<file path="config.mk">
export PLATFORM = sky130hd
export DESIGN_NAME = audio_i2s_dac_tx
export DESIGN_NICKNAME = d
export VERILOG_FILES = /design/src/rtl/audio_i2s_dac_tx.sv
export SDC_FILE = /design/constraint.sdc
export NUM_CORES = 1
export LEC_CHECK = 0
export ABC_AREA = 1
export CAP_MARGIN = 20
export CORE_ASPECT_RATIO = 0.7
export CORE_UTILIZATION = 40
export CTS_CLUSTER_SIZE = 28
export DETAILED_ROUTE_END_ITERATION = 16
export PLACE_DENSITY_LB_ADDON = 0.05
export RECOVER_POWER = 25
export SYNTH_ARGS = -nofsm -noshare
export SYNTH_HDL_FRONTEND = slang
export SYNTH_SLANG_ARGS = --single-unit
</file>
<file path="constraint.sdc">
create_clock -name clk -period 2.4 [get_ports clk]
set_clock_uncertainty 0.1 [all_clocks]
set_input_delay 0.48 -clock clk [delete_from_list [all_inputs] [get_ports clk]]
set_output_delay 0.48 -clock clk [all_outputs]
set_load 0.01 [all_outputs]
</file>
<file path="src/rtl/audio_i2s_dac_tx.sv">
// I2S master transmitter: generates bclk/daclrc, pops one stereo sample per frame from a show-ahead FIFO
// and shifts it MSB-first onto dacdat. Build option UNDERFLOW_HOLD_EN repeats the last sample on underflow.
module audio_i2s_dac_tx #(
  parameter int BCLK_HALF = 8,
  parameter int SLOT_BITS = 32,
  parameter int SAMPLE_W  = 16
) (
  input  logic                  clk,
  input  logic                  rst,
  input  logic                  en,
  input  logic [2*SAMPLE_W-1:0] fifo_data,
  input  logic                  fifo_empty,
  output logic                  fifo_rd,
  input  logic                  underflow_clr,
  output logic                  underflow,
  output logic                  busy,
  output logic                  bclk,
  output logic                  daclrc,
  output logic                  dacdat
);

  localparam int FRAME_BITS = 2 * SLOT_BITS;
  localparam int DIV_W      = (BCLK_HALF > 1) ? $clog2(BCLK_HALF) : 1;
  localparam int POS_W      = $clog2(FRAME_BITS);

  localparam logic [DIV_W-1:0] DIV_LAST = DIV_W'(BCLK_HALF - 1);
  localparam logic [POS_W-1:0] POS_LAST = POS_W'(FRAME_BITS - 1);
  localparam logic [POS_W-1:0] POS_SLOT = POS_W'(SLOT_BITS);
  localparam logic [POS_W-1:0] POS_MSB  = POS_W'(SAMPLE_W);

  if (SAMPLE_W > SLOT_BITS - 1) begin : g_bad_sample_w
    $error("SAMPLE_W must not exceed SLOT_BITS-1");
  end
  if (BCLK_HALF < 1) begin : g_bad_bclk_half
    $error("BCLK_HALF must be at least 1");
  end

  typedef enum logic {IDLE, RUN} state_t;

  state_t                state, state_nxt;
  logic [DIV_W-1:0]      div_cnt;
  logic [POS_W-1:0]      pos;         // frame bit position emitted at the next fall event
  logic [2*SAMPLE_W-1:0] sample;
  logic                  fall, boundary, stop, pop, uf_event;
  logic                  slot_right, bit_next;
  logic [POS_W-1:0]      slot_k;
  logic [SAMPLE_W-1:0]   chan, chan_shift;

  assign fall     = (state == RUN) && bclk && (div_cnt == DIV_LAST);
  assign boundary = fall && (pos == '0);
  assign stop     = boundary && !en;
  assign pop      = boundary && en && !fifo_empty;
  assign uf_event = boundary && en && fifo_empty;

  // NOTE: sequential state uses non-blocking assignments so every register samples pre-edge values.
  always_ff @(posedge clk or negedge rst) begin
    if (!rst) state <= IDLE;
    else      state <= state_nxt;
  end

  always_comb begin
    state_nxt = state;
    case (state)
      IDLE:    if (en)   state_nxt = RUN;
      RUN:     if (stop) state_nxt = IDLE;
      default: state_nxt = IDLE;
    endcase
  end

  // The pop strobe is combinational so the FIFO head is consumed on the same edge that captures it.
  always_comb begin
    busy    = (state == RUN);
    fifo_rd = pop;
  end

  // NOTE: every variable driven here gets a default first, so no path leaves it unassigned (no latch).
  always_comb begin
    slot_right = (pos >= POS_SLOT);
    slot_k     = slot_right ? pos - POS_SLOT : pos;
    chan       = slot_right ? sample[SAMPLE_W-1:0] : sample[2*SAMPLE_W-1:SAMPLE_W];
    chan_shift = chan << (slot_k - POS_W'(1));
    bit_next   = 1'b0;
    if (slot_k != '0 && slot_k <= POS_MSB) bit_next = chan_shift[SAMPLE_W-1];
  end

  always_ff @(posedge clk or negedge rst) begin
    if (!rst) begin
      div_cnt <= '0;
      bclk    <= 1'b0;
      pos     <= '0;
      daclrc  <= 1'b0;
      dacdat  <= 1'b0;
    end else if (state == IDLE || stop) begin
      div_cnt <= '0;
      bclk    <= 1'b0;
      pos     <= '0;
      daclrc  <= 1'b0;
      dacdat  <= 1'b0;
    end else begin
      if (div_cnt == DIV_LAST) begin
        div_cnt <= '0;
        bclk    <= ~bclk;
      end else begin
        div_cnt <= div_cnt + DIV_W'(1);
      end
      if (fall) begin
        daclrc <= slot_right;
        dacdat <= bit_next;
        pos    <= (pos == POS_LAST) ? '0 : pos + POS_W'(1);
      end
    end
  end

  // NOTE: the sample register is reset because the hold build replays it before any real sample arrives.
  always_ff @(posedge clk or negedge rst) begin
    if (!rst) begin
      sample <= '0;
    end else if (pop) begin
      sample <= fifo_data;
    end else if (uf_event) begin
`ifdef UNDERFLOW_HOLD_EN
      sample <= sample;
`else
      sample <= '0;
`endif
    end
  end

  // A new underflow outranks a simultaneous clear so no event is ever lost.
  always_ff @(posedge clk or negedge rst) begin
    if (!rst)               underflow <= 1'b0;
    else if (uf_event)      underflow <= 1'b1;
    else if (underflow_clr) underflow <= 1'b0;
  end

endmodule
</file>
* Word level (Yosys, flattened, before mapping)
Index checks and enable logic that the tools add are counted.
** Operators by class
- Reductions and logical operators :: 17
- Mux-type cells :: 21
- Bitwise gates (word level) :: 2
- Equal/unequal tests :: 2
- Add/subtract/negate cells :: 4
- Shift operators :: 1
- Magnitude comparators :: 2
** Operators by type and width (count)
- $mux W32 :: 2
- $mux W6 :: 4
- $mux W16 :: 1
- $shl A16 B6 Y16 :: 1
- $mux W1 :: 11
- $logic_and A1 B1 Y1 :: 8
- $reduce_bool A2 Y1 :: 4
- $add A6 B1 Y6 const B :: 1
- $eq A6 B6 Y1 const B :: 1
- $ge A6 B6 Y1 const B :: 1
- $le A6 B5 Y1 const B :: 1
- $logic_not A6 Y1 :: 1
- $mux W3 :: 2
- $reduce_bool A6 Y1 :: 1
- $sub A6 B1 Y6 const B :: 1
- $sub A6 B6 Y6 const B :: 1
- $add A3 B1 Y3 const B :: 1
- $eq A3 B3 Y1 const B :: 1
- $logic_not A1 Y1 :: 2
- $not A1 Y1 :: 2
- $pmux W1 S2 :: 1
- $logic_or A1 B1 Y1 :: 1
** Storage, ports and cells
- Input port bits :: 37
- Flip-flop bits (word level) :: 46
- Output and inout port bits :: 6

* Logic depth before layout (Yosys ltp)
- Depth after elaboration :: 7
- Mapped depth :: 13
- Mapped depth without buffers :: 12

* Worst setup path before layout
No wires, ideal clock.
- Path kind :: flip-flop to output port
- Start point :: reg pos[0]
- End point :: out fifo_rd
- Data required time :: 1820 ps
- Arrival :: 1519 ps
- Path slack :: 301 ps
- Stages on the path, launching flop included :: 11
- Buffers on the path :: 2
- Cell sequence :: dfrtp_1 -> buf_2 -> clkinv_1 -> ha_1 -> nand4_2 -> nor3_2 -> nand2_1 -> inv_2 -> nand2_1 -> clkinv_2 -> buf_6
** On the way
- Word-level cells in the longest chain between the ends :: 4
** RTL lines
- start: declaration :: RTL line 42 : logic [POS_W-1:0] pos;
- start signal: assignment :: RTL line 109 : pos <= (pos == POS_LAST) ? '0 : pos + POS_W'(1);
- $logic_not A6 Y1 :: RTL line 50 : assign boundary = fall && (pos == '0);
- $logic_and A1 B1 Y1 :: RTL line 50
- $logic_and A1 B1 Y1 (2 in a row) :: RTL line 52 : assign pop = boundary && en && !fifo_empty;
- end: declaration :: RTL line 13 : output logic fifo_rd,
Every way passes these cells.

* Worst setup path in the final report
- Start point :: reg div_cnt[0]
- End point :: out fifo_rd
** On the way
- Word-level cells in the longest chain between the ends :: 5
** RTL lines
- start: declaration :: RTL line 41 : logic [DIV_W-1:0] div_cnt;
- start signal: assignment :: RTL line 104 : div_cnt <= div_cnt + DIV_W'(1);
- $eq A3 B3 Y1 :: RTL line 49 : assign fall = (state == RUN) && bclk && (div_cnt == DIV_LAST);
- $logic_and A1 B1 Y1 :: RTL line 49
- $logic_and A1 B1 Y1 :: RTL line 50
- $logic_and A1 B1 Y1 (2 in a row) :: RTL line 52
Every way passes these cells.

==> flow_metrics.tcl <==
set metrics [dict create \
    cts.sinks 46 \
    synth_edf_count 0 \
    syn_avg_cell_area_um2 8.02 \
    cts_root_buf "clkbuf_8" \
    place.port_buffers 42 \
    fmax_ghz 0.434 \
    clock_path_buffers 2 \
    htree_levels 2 \
    antennaDiodeCount 0 \
    placedInstanceArea_um2 2940 \
    post-route-worst-setup-slack_ns 0.0975 \
    drc 0 \
    final_cell_mix "95 x nand2_1, 46 x dfrtp_1, 40 x clkdlybuf4s50_1, 38 x inv_1, 34 x nand3_1" \
    antenna_found_initial 0 \
    grtUsageMet2_pct 27.9 \
    async_reset_ff_share_pct 100 \
    detailed_place_hpwl_mm 3.86 \
    status "finished clean" \
    ys_seq_area_share_pct 47.4 \
    met1_usage_pct 29.1 \
    clkTransAtPathRegs_ns 0.09 \
    grt_pass1_wl_mm 9.40 \
    netSwitchingFraction_pct 37.5 \
    netlist_instances 303 \
    finalMaxSlewViolations 0 \
    clock_latency_ns 0.30 \
    fin_area_um2 3080 \
    fin_crit_sh_pct 95.9 \
    sequentialPowerShare_pct 39.5 \
    area_growth_pct 26.7 \
    gp_congestion 0.879 \
    start_kind "register" \
    nets 396 \
    ys.flop_type "dfrtp_1" \
    num_rows 23 \
    pre_cts_ws_ns -0.0392 \
    r2r-start "div_cnt[0]" \
    setup_viol 0 \
    min_period_ns 2.30 \
    crit_type "register to primary output" \
    synth.distinct_cells 28 \
    core_area_um2 5780 \
    p_per_area_nw_per_um2 1020 \
    syn_area_um2 2430 \
    crit_fanout 2 \
    ctsHoldBuffers 0 \
    die_h_um 67.2 \
    tns_ns 0 \
    cts_buffers 5 \
    dieArea_um2 6400 \
    yosys_warnings 0 \
    drv_cap 0 \
    ir_worst_vdd_v 0.000426 \
    grt-ovfl-total 0 \
    slew_headroom_pct 25.2 \
    grt_max_degree 47 \
    grt_pass1_vias 2023 \
    die_w_um 95.2 \
    hold_violations 0 \
    initial_core_util_pct 42.0 \
    first_pass_iters 4 \
    ys_ff_latch 46 \
    cts_tree "built" \
    arrival_ns 1.72 \
    crit_start "div_cnt[0]" \
    grt-busiest-layer "met1" \
    vias 2034 \
    p_switching_w 0.00118 \
    fillers 576 \
    avgRoutedWirePerCell_um 12.4 \
    critical_path_required_ns 1.82 \
    ant_nets 0 \
    leakage_nw 1.50 \
    crit_path_end_kind "primary output" \
    synthesis.nets 345 \
    via_per_inst 4.73 \
    grtUsageTotal_pct 19.4 \
    hp-class "input pin to asynchronous set/reset pin" \
    worst_pin_slew_ns 1.12 \
    met3_usage_pct 4.28 \
    r2r_setup_slack_ns 0.32 \
    routed_wl_mm 5.34 \
    intPower_w 0.00196 \
    pwr-share-comb_pct 44.5 \
    ioPinCount 43 \
    final_common_cell "nand2_1" \
    drtIter0Drc 123 \
    finalPower_w 0.00314 \
    drive_above_1_share_pct 16.6 \
    pwr-share-clk_pct 16.0 \
]
## critical path, stage by stage (launching register included)
cell and delay, ns:
dfrtp_1 0.36, ha_2 0.20, ha_4 0.15, nand2_4 0.06, inv_4 0.06, nand2_4 0.04
nor3_2 0.19, nand2_2 0.09, inv_2 0.08, nand2_2 0.05, clkinv_2 0.05, buf_6 0.09
## through the flow
| step | instances | hold slack, ns | utilization (%) |
|---|---|---|---|
| 2_1_floorplan | 303 | 0.0844 | - |
| 3_3_place_gp | 420 | 0.319 | 50.8 |
| 5_1_grt | 430 | 0.414 | 53.2 |
| 6_report | 430 | 0.365 | 53.2 |
| 3_5_place_dp | 420 | 0.350 | 50.8 |
| 4_1_cts | 429 | 0.173 | 52.5 |
## registers in the layout, indices dropped and copies added, names as in the netlist
| name | cells |
|---|---|
| bclk | 1 |
| busy | 1 |
| dacdat | 1 |
| daclrc | 1 |
| div_cnt | 3 |
| pos | 6 |
| sample | 32 |
| underflow | 1 |
## logic make-up (layout without fill, tap and decap cells)
kind of cell / Yosys count / after routing / synth area share [%]
compound gates: 35 / 35 / 10.6
xor+xnor: 4 / 4 / 1.44
fa+ha+maj: 5 / 5 / 2.57
buf+inv: 57 / 109 / 10.9
flops: 46 / 46 / 47.4
simple gates: 156 / 156 / 27.1
## worst paths after layout
| path | end | cells after the start |
|---|---|---|
| worst max-delay path | fifo_rd | 11 |
| worst min-delay path | sample[30] | 2 |
| worst max register to register | sample[1] | 14 |
| worst min register to register | sample[16] | 2 |
| max in group asynchronous | pos[5] | 2 |
| min in group clk | sample[16] | 2 |
## area by class of cell
type	instances	area [um^2]	area share, %
multi-input combinational	200	1050	34.0
clock inverter	2	12.5	0.406
timing repair buffer	56	519	16.9
clock buffer	6	82.6	2.68
tap	75	93.8	3.05
sequential	46	1150	37.4
inverter	45	173	5.61
## cells in the mapped netlist (2+ instances only)
| library cell | count | area share (%) |
|---|---|---|
| inv_1 | 38 | 5.9 |
| ha_1 | 5 | 2.6 |
| a31oi_1 | 2 | 0.51 |
| nand3_1 | 34 | 7.0 |
| clkinv_2 | 2 | 0.41 |
| dfrtp_1 | 46 | 47 |
| nor2_1 | 15 | 2.3 |
| nand4_1 | 3 | 0.77 |
| o21ai_0 | 7 | 1.4 |
| xor2_1 | 4 | 1.4 |
| buf_6 | 5 | 2.3 |
| o22ai_1 | 2 | 0.51 |
| nand2_1 | 98 | 15 |
| buf_2 | 5 | 1.0 |
| inv_2 | 4 | 0.62 |
| o21ai_2 | 20 | 7.2 |
| o21ai_1 | 2 | 0.41 |
## what timing repair did
item,CTS,global route
pin swaps,2,4
setup endpoints to repair,1,1
buffers inserted,1,1
resized for setup,6,8
## power by group through the flow
stage	logic, W	clock network, W	registers [W]
2_1_floorplan	0.000976	0	0.00123
3_3_place_gp	0.00136	0	0.00124
3_5_place_dp	0.00137	0	0.00125
4_1_cts	0.00139	0.000519	0.00123
5_1_grt	0.00161	0.000546	0.00128
6_report	0.00140	0.000503	0.00124
## per-layer routing
metal | up-vias | share of wire (%)
li1 | 1057 | -
met1 | 913 | 53
met2 | 56 | 40
met3 | 8 | 5.9
met4 | 0 | 1.4
met5 | - | 0
Power figures use the tool's default switching activity.
